--- config.mk ---
export PLATFORM = sky130hd
export DESIGN_NAME = wb_spram_slave
export DESIGN_NICKNAME = d
export VERILOG_FILES = /design/src/rtl/wb_spram_slave.sv
export SDC_FILE = /design/constraint.sdc
export NUM_CORES = 1
export LEC_CHECK = 0
export ABC_CLOCK_PERIOD_IN_PS = 3380
export CAP_MARGIN = 10
export CELL_PAD_IN_SITES_DETAIL_PLACEMENT = 1
export CELL_PAD_IN_SITES_GLOBAL_PLACEMENT = 1
export CORE_AREA = 4 4 126 128
export DETAILED_ROUTE_END_ITERATION = 6
export DIE_AREA = 0 0 130 132
export GPL_ROUTABILITY_DRIVEN = 0
export PLACE_DENSITY = 0.92
export SLEW_MARGIN = 20
export SYNTH_ARGS = -nofsm -noshare
export SYNTH_HDL_FRONTEND = slang
export SYNTH_SLANG_ARGS = --single-unit
--- constraint.sdc ---
create_clock -name clk_i -period 3.38 [get_ports clk_i]
set_input_delay 0.507 -clock clk_i [delete_from_list [all_inputs] [get_ports clk_i]]
set_output_delay 0.507 -clock clk_i [all_outputs]
set_load 0.05 [all_outputs]
--- src/rtl/wb_spram_slave.sv ---
// wb_spram_slave: Wishbone B3 classic/burst slave driving a single-port byte-write SRAM
// with one-cycle registered reads; reads are prefetched so bursts run at one beat per cycle.
module wb_spram_slave #(
    parameter int          dw             = 32,
    parameter int          aw             = 32,
    parameter int          col_w          = 8,
    parameter int          nb_w           = dw / col_w,
    parameter int          nb_lg          = 2,
    parameter logic [31:0] mem_size_bytes = 32'h0000_0400
) (
    input  logic            clk_i,
    input  logic            rst_i,
    input  logic [aw-1:0]   wb_adr_i,
    input  logic [dw-1:0]   wb_dat_i,
    input  logic [nb_w-1:0] wb_sel_i,
    input  logic            wb_we_i,
    input  logic            wb_cyc_i,
    input  logic            wb_stb_i,
    input  logic [2:0]      wb_cti_i,
    input  logic [1:0]      wb_bte_i,
    output logic [dw-1:0]   wb_dat_o,
    output logic            wb_ack_o,
    output logic            wb_err_o,
    output logic [aw-1:0]   sram_adr_o,
    output logic            sram_ce_o,
    output logic [nb_w-1:0] sram_we_o,
    output logic [dw-1:0]   sram_dat_o,
    input  logic [dw-1:0]   sram_dat_i
);
    localparam logic [aw-1:0] mem_bytes = aw'(mem_size_bytes);
    localparam logic [aw-1:0] mem_words = aw'(mem_size_bytes / 32'(nb_w));

    typedef enum logic [1:0] {IDLE, ACTIVE, ERR} state_t;

    state_t          state_q, state_d;
    logic [aw-1:0]   adr_q, adr_d, widx, nxt, wrap_m, adr_inc;
    logic            req, oor, last, ack, err, ce;
    logic [nb_w-1:0] we;
    logic [aw-1:0]   sram_adr;

    assign req     = wb_cyc_i & wb_stb_i;
    assign widx    = wb_adr_i >> nb_lg;
    assign oor     = wb_adr_i >= mem_bytes;
    assign last    = !(wb_cti_i == 3'b001 || wb_cti_i == 3'b010);
    assign adr_inc = adr_q + aw'(1);
    assign wrap_m  = wb_bte_i == 2'b01 ? aw'(3) : wb_bte_i == 2'b10 ? aw'(7) : aw'(15);
    // Wrapping bursts only advance the low bits; linear bursts wrap at the end of memory.
    assign nxt = wb_cti_i == 3'b001 ? adr_q :
                 wb_bte_i == 2'b00  ? (adr_q == mem_words - aw'(1) ? '0 : adr_inc) :
                 (adr_q & ~wrap_m) | (adr_inc & wrap_m);

    always_ff @(posedge clk_i or posedge rst_i) begin
        if (rst_i) begin
            state_q <= IDLE;
            adr_q   <= '0;
        end else begin
            state_q <= state_d;
            adr_q   <= adr_d;
        end
    end

    always_comb begin
        state_d  = state_q;
        adr_d    = adr_q;
        ack      = 1'b0;
        err      = 1'b0;
        ce       = 1'b0;
        we       = '0;
        sram_adr = widx;
        case (state_q)
            IDLE: begin
                ce = req & ~wb_we_i & ~oor;
                if (req) begin
                    state_d = oor ? ERR : ACTIVE;
                    adr_d   = oor ? adr_q : widx;
                end
            end
            ACTIVE: begin
                if (!wb_cyc_i) begin
                    state_d = IDLE;
                end else begin
                    ack      = wb_stb_i;
                    ce       = 1'b1;
                    sram_adr = adr_q;
                    we       = ack & wb_we_i ? wb_sel_i : '0;
                    // Prefetch the next read word so the following beat needs no wait state.
                    if (ack && last) begin
                        state_d = IDLE;
                    end else if (ack) begin
                        adr_d    = nxt;
                        sram_adr = wb_we_i ? adr_q : nxt;
                    end
                end
            end
            ERR: begin
                err     = req;
                state_d = req || !wb_cyc_i ? IDLE : ERR;
            end
            default: state_d = IDLE;
        endcase
    end

    assign wb_ack_o   = ack & ~rst_i;
    assign wb_err_o   = err & ~rst_i;
    assign sram_we_o  = rst_i ? '0 : we;
    assign sram_ce_o  = ce & ~rst_i;
    assign sram_adr_o = sram_adr;
    assign sram_dat_o = wb_dat_i;
    assign wb_dat_o   = sram_dat_i;
endmodule

==> results.tsv, run 1 <==
stage	metric	value	unit
route	drc_errors	0	
route	routed_wl	16900	um
hold_path	min_path_cells	1	
critical_path	critPathMaxFanout	3	
timing	tns	0	ns
global_routing	antenna_found_initial	0	
hold_path	min_path_type	flop to flop	
timing	max_freq	0.301	GHz
synth	synth_edf_count	0	
critical_path	path_depth	9	
pwr	irDropWorstVdd	128	uV
timing	relSlewSlack	49.7	%
synth	yosys.cell_types.count	63	
timing	slew_viol_final	0	
global_routing	grt_first_pass_wirelength	26300	um
critical_path	worstSetupPathType	input port to primary output	
critical_path	cp_slowest_stage_delay	0.55	ns
route	vias	4740	
route	drt_iter0_drc	589	
place	dp_slack	-0.295	ns
route	met2WireLength	8330	um
place	io_buffers	82	
synth	synth.avg_cell_area	7.30	um^2
clock_tree	cts.sink_count	34	
critical_path	cp_slowest_cell	or4_4	
timing	setup_slack	0.0581	ns
pwr	power_density	209	nW/um^2
critical_path	cp-start-kind	input port	
timing	holdWs	0.585	ns
critical_path	crit_family	simple AND/OR/NAND/NOR gates	
clock_tree	path_clk_slew	0.05	ns
timing	finalHoldViolations	0	
synth	synthArstFlopShare	100	%
critical_path	endpoint_kind	primary output	
status	status	finished, final reports clean	
global_routing	grt_remaining_overflow	0	
clock_tree	tritoncts	yes	
synth	ys_seq_elements	34	
global_routing	grt_pass1_vias	4986	
clock_tree	cts_buffer_depth	2	
synth	netlist_instances	554	
place	hpwl	11900	um
timing	finalCriticalPeriod	3.32	ns
route	wl_met3	1190	um
clock_tree	cts_buffers	5	
final_layout	area_growth	38.6	%
floorplanning	core-area	14900	um^2
global_routing	grt_usage	18.7	%
route	highest_layer	met4	
floorplanning	die_x	130	um
timing	setup_viol	0	
timing	fin_skew	0.00512	ns
synth	synth_area	4050	um^2
critical_path	cp_common_cell	or4_4	
route	via_per_inst	5.99	
clock_tree	cts-root-buf	clkbuf_16	
critical_path	worst-endpoint-arrival	2.81	ns
critical_path	critPathRequiredTime	2.87	ns
critical_path	worstPathCellList	dlygate4sd2_1, inv_2, ha_4, nand3_4, or4_4, or4_4, or3_4, o22ai_4, buf_12	
synth	synth_ff_type	dfrtp_1	
clock_tree	htree_levels	2	
route	wl_per_cell	21.4	um
pwr	p_leak	2.18	nW
floorplanning	start_util	27.2	%
global_routing	grt_max_degree	38	
final_layout	drive_above_1_share	27.9	%
floorplanning	rows	45	
timing	min_period_over_period	98.3	%
final_layout	final_cells	791	
timing	tightest_slew	0.751	ns
synth	syn_nets	667	
synth	ys_seq_area_share	21.0	%
critical_path	r2r_cells	8	
synth	synth_warnings	0	
place	dp_cells	780	
route	dr.pass1.iters	5	
run	maxCapViolations	0	
floorplanning	pin_count	213	
clock_tree	clock_latency	0.29	ns
final_layout	fillers	1769	
route	drt-met1-wl	6660	um
floorplanning	die_area	17200	um^2
final_layout	antenna_cells	0	
floorplanning	die_h	132	um
critical_path	path_buf_inv	3	
final_layout	fin_nets	716	
route	ant_nets	0	
-- state kept, by name, summed over array words and instances (netlist names) --
register / count
state_q: 2
adr_q: 32
-- cell usage in the layout, fill, tap and decap left out, types with 6 or more instances in the layout --
master           synthesis  final
o21ai_0                 33     31
nor4_1                  26     23
or3_1                    9      8
xor2_1                   7      7
dfrtp_2                  0      7
and4_1                   9      9
or2_2                    6      6
nand3_1                 23     23
inv_1                   19     17
buf_4                   70     77
buf_12                   0     36
o221ai_1                 7      7
a21oi_1                 18     17
nand2b_1                 7      7
and3_1                   8      8
a32oi_1                 15     14
o22ai_1                  9      8
nor2_1                  24     24
clkdlybuf4s50_1          0     39
nor3_1                  25     25
a31oi_1                 10     10
xnor2_1                 10     10
dfrtp_1                 34     27
o31ai_1                 13      6
nand4_1                 17     17
nand2_1                 50     49
o31ai_2                  0      7
-- per-layer routing --
metal,global-route usage (%),up-vias
met1,23.7,2325
met3,3.24,63
met2,30.7,259
met4,8.66,0
li1,-,2093
met5,0,-
-- final cells by class --
class / count / area (um^2) / area share [%]
Timing Repair Buffer: 157 / 1730 / 30.9
Sequential cell: 34 / 860 / 15.3
Multi-Input combinational cell: 386 / 2570 / 45.9
Clock buffer: 7 / 133 / 2.37
Inverter: 19 / 71.3 / 1.27
Tap cell: 188 / 235 / 4.20
-- cells in the mapped netlist (all sizes together) (18+ instances only) --
master  instances  area, um^2
buf            89         621
nand2          50         188
dfrtp          34         851
o21ai          33         165
clkbuf         26        98.8
nor4           26         163
nor3           25         125
nand3          24         125
nor2           24        90.1
inv            19        71.3
a21oi          18        90.1
nand4          18         119
-- worst paths after layout --
path	slack, ns	endpoint	from
setup / recovery	0.06	sram_adr_o[31]	wb_bte_i[0]
hold / removal	0.59	adr_q[31]	adr_q[31]
setup reg to reg	0.75	adr_q[25]	adr_q[8]
hold reg to reg	0.59	adr_q[31]	adr_q[31]
max in group asynchronous	2.26	adr_q[14]	rst_i
min in group asynchronous	0.73	state_q[1]	rst_i
-- where the power goes --
| part | total, mW | leakage [nW] | internal, mW | switching (mW) |
|---|---|---|---|---|
| logic | 0.310 | 1.72 | 0.151 | 0.159 |
| registers | 0.410 | 0.396 | 0.408 | 0.00162 |
| clock network | 0.454 | 0.0640 | 0.270 | 0.184 |
-- through the flow --
stage                     power, mW  instance area (um^2)  util [%]
after floorplan               0.742                  4090         -
after global placement        0.716                  5340      35.9
after detailed placement      0.719                  5340      35.9
after CTS                      1.17                  5520      37.2
after global routing           1.21                  5610      37.7
final                          1.17                  5610      37.7
-- logic make-up after synthesis --
group,after synthesis,share of synthesized area [%]
compound gates,132,22.0
xor+xnor,17,3.68
fa+ha+maj,3,0.928
buf+inv,134,19.5
flops,34,21.0
mux,3,0.773
simple gates,231,32.0
-- timing repair --
action,4_1_cts,5_1_grt
setup buffers,2,2
endpoints found under the setup margin,19,19
resized for setup,19,16
gates cloned,0,0
pin swaps,5,5
hold buffers,0,0
Note: power is estimated with default switching activity, not from simulation.
==> run 2: changes to the inputs <==
Settings changed: PLACE_DENSITY 0.92 to default, PLACE_DENSITY_LB_ADDON from default to 0.1.
==> results.tsv, run 2 (same netlist as run 1, synthesis figures left out) <==
stage	metric	value	unit	change
status	status	finished, final reports clean		
critical_path	critPathMaxFanout	3		unchanged
final_layout	area.sequential	855	um^2	-0.58%
place	hpwl	12900	um	+7.8%
pwr	irDropWorstVdd	129	uV	+0.45%
critical_path	worstSetupPathType	input port to primary output		
route	dr.pass1.iters	4		-1
floorplanning	rows	45		unchanged
final_layout	fillers	1786		+0.96%
final_layout	antenna_cells	0		unchanged
critical_path	worstSetupStartpoint	wb_bte_i[1]		
critical_path	reg2reg_from	adr_q[14]		
route	vias	4525		-4.5%
global_routing	antenna_found_initial	0		unchanged
pwr	power_density	224	nW/um^2	+7.1%
clock_tree	path_clk_slew	0.06	ns	about the same
critical_path	cp-start-kind	input port		
global_routing	grt_remaining_overflow	0		unchanged
final_layout	mostFrequentLayoutCell	buf_4		
clock_tree	htree_levels	2		unchanged
route	via_per_inst	5.74		-4.2%
timing	setup_slack	0.0987	ns	+0.0406 ns
place	io_buffers	82		unchanged
hold_path	hold_path.startpoint	adr_q[31]		
clock_tree	tritoncts	yes		
critical_path	worst-endpoint-arrival	2.77	ns	-0.04 ns
timing	slew_viol_final	0		unchanged
floorplanning	die_h	132	um	unchanged
timing	finalCriticalPeriod	3.28	ns	-0.0406 ns
timing	setup_viol	0		unchanged
pwr	p_leak	2.18	nW	about the same
timing	grt_setup_unrepaired	yes		
route	wl_per_cell	21.8	um	+2.2%
timing	finalHoldViolations	0		unchanged
route	routed_wl	17200	um	+1.8%
timing	fin_skew	0.00690	ns	+0.00178 ns
route	ant_nets	0		unchanged
clock_tree	cts.sink_count	34		unchanged
clock_tree	cts_buffer_depth	2		unchanged
clock_tree	clock_latency	0.29	ns	about the same
clock_tree	cts_buffers	5		unchanged
floorplanning	start_util	27.2	%	unchanged
global_routing	grt_pass1_vias	4840		-2.9%
clock_tree	postCtsHoldBufs	0		unchanged
global_routing	grt_first_pass_wirelength	27800	um	+5.7%
route	drc_errors	0		unchanged
run	maxCapViolations	0		unchanged
place	dp_slack	-0.366	ns	-0.0708 ns
floorplanning	die_area	17200	um^2	unchanged
final_layout	final_cell_mix	72 x buf_4, 49 x nand2_1, 42 x clkdlybuf4s50_1		
clock_tree	cts-root-buf	clkbuf_16		
hold_path	min_path_type	flop to flop		
final_layout	multiInputGateArea	2570	um^2	-0.19%
global_routing	grt_max_degree	36		-5.3%
final_layout	top_regs	adr_q: 32 flops, state_q: 2 flops		
final_layout	largest_reg_flops	32		unchanged
floorplanning	core-area	14900	um^2	unchanged
timing	relSlewSlack	58.2	%	+8.5 points
final_layout	area_growth	38.8	%	
timing	min_period_over_period	97.1	%	-1.2 points
timing	tightest_slew	0.626	ns	-0.125 ns
final_layout	drive_above_1_share	27.5	%	-0.36 points
timing	max_freq	0.305	GHz	+1.2%
route	drt_iter0_drc	222		-62%
final_layout	largest_register	adr_q		
global_routing	grt_usage	20.1	%	+1.4 points
critical_path	critPathRequiredTime	2.87	ns	about the same
floorplanning	pin_count	213		unchanged
floorplanning	die_x	130	um	unchanged
critical_path	endpoint_kind	primary output		
timing	holdWs	0.559	ns	-0.0258 ns
final_layout	fin_nets	712		-0.56%
run 2: cell types whose count changed in the layout (fill, tap and decap cells not counted), sizes merged:
cell	delta
buf	-4
bufinv	+1
clkbuf	-1
clkdlybuf4s15	+1
clkdlybuf4s50	+3
clkinv	+2
dlygate4sd2	-5
run 2: through the flow:
stage               setup TNS (ns)  util, %  total power, mW  std cells  area (um^2)
global route              -0.00548     37.8             1.30        788         5610
detailed placement           -4.68     35.9            0.717        778         5330
CTS                              0     37.6             1.27        787         5590
floorplan                        0        -            0.742        554         4090
finish                           0     37.8             1.26        788         5610
global placement             -3.43     35.9            0.713        778         5330
run 2: area by class of cell:
class                   instances  share of cell area [%]
multi-input cells             386                    45.8
repair buffers                153                    30.6
flip-flops and latches         34                    15.2
well taps                     188                    4.19
clock buffers                   5                    2.23
inverters                      19                    1.27
clock inverters                 3                   0.713
run 2: routing by layer:
layer,global-route usage (%),vias up,routed length (um)
li1,-,2095,-
met1,26.4,2261,7440
met2,34.2,140,8610
met3,3.08,29,884
met4,5.14,0,254
met5,0,-,0
run 2: worst max-delay path, cell delays in order:
cell	delay (ns)
clkdlybuf4s15_1	0.18
inv_2	0.08
ha_4	0.16
nand3_4	0.08
or4_4	0.56
or4_4	0.53
or3_4	0.35
o22ai_4	0.16
buf_12	0.16
run 2: report_power, final:
| group | switching, mW | internal (mW) | total, mW |
|---|---|---|---|
| sequential | 0.00150 | 0.408 | 0.409 |
| clock | 0.199 | 0.346 | 0.544 |
| combinational | 0.156 | 0.149 | 0.304 |
run 2: final timing paths:
path | cells past startpoint | slack [ns] | to
hold / removal | 1 | 0.56 | adr_q[31]
setup / recovery | 9 | 0.1 | sram_adr_o[31]
hold reg to reg | 1 | 0.56 | adr_q[31]
setup reg to reg | 7 | 0.79 | adr_q[25]
min in group asynchronous | 3 | 0.76 | adr_q[27]
max in group asynchronous | 3 | 2.23 | adr_q[11]
run 2: what timing repair did:
action                                  4_1_cts  5_1_grt
endpoints found under the setup margin       20       18
gates resized for setup                      23       13
buffers inserted                              1        1
pin swaps                                     7        7
cloned                                        0        0
hold endpoints to repair                      0        0
==> run 3: changes to the inputs <==
Settings changed: HOLD_SLACK_MARGIN from default to 0.02.
==> results of run 3 <==
Same layout as run 2: the final DEF is identical, and so are final timing and power.
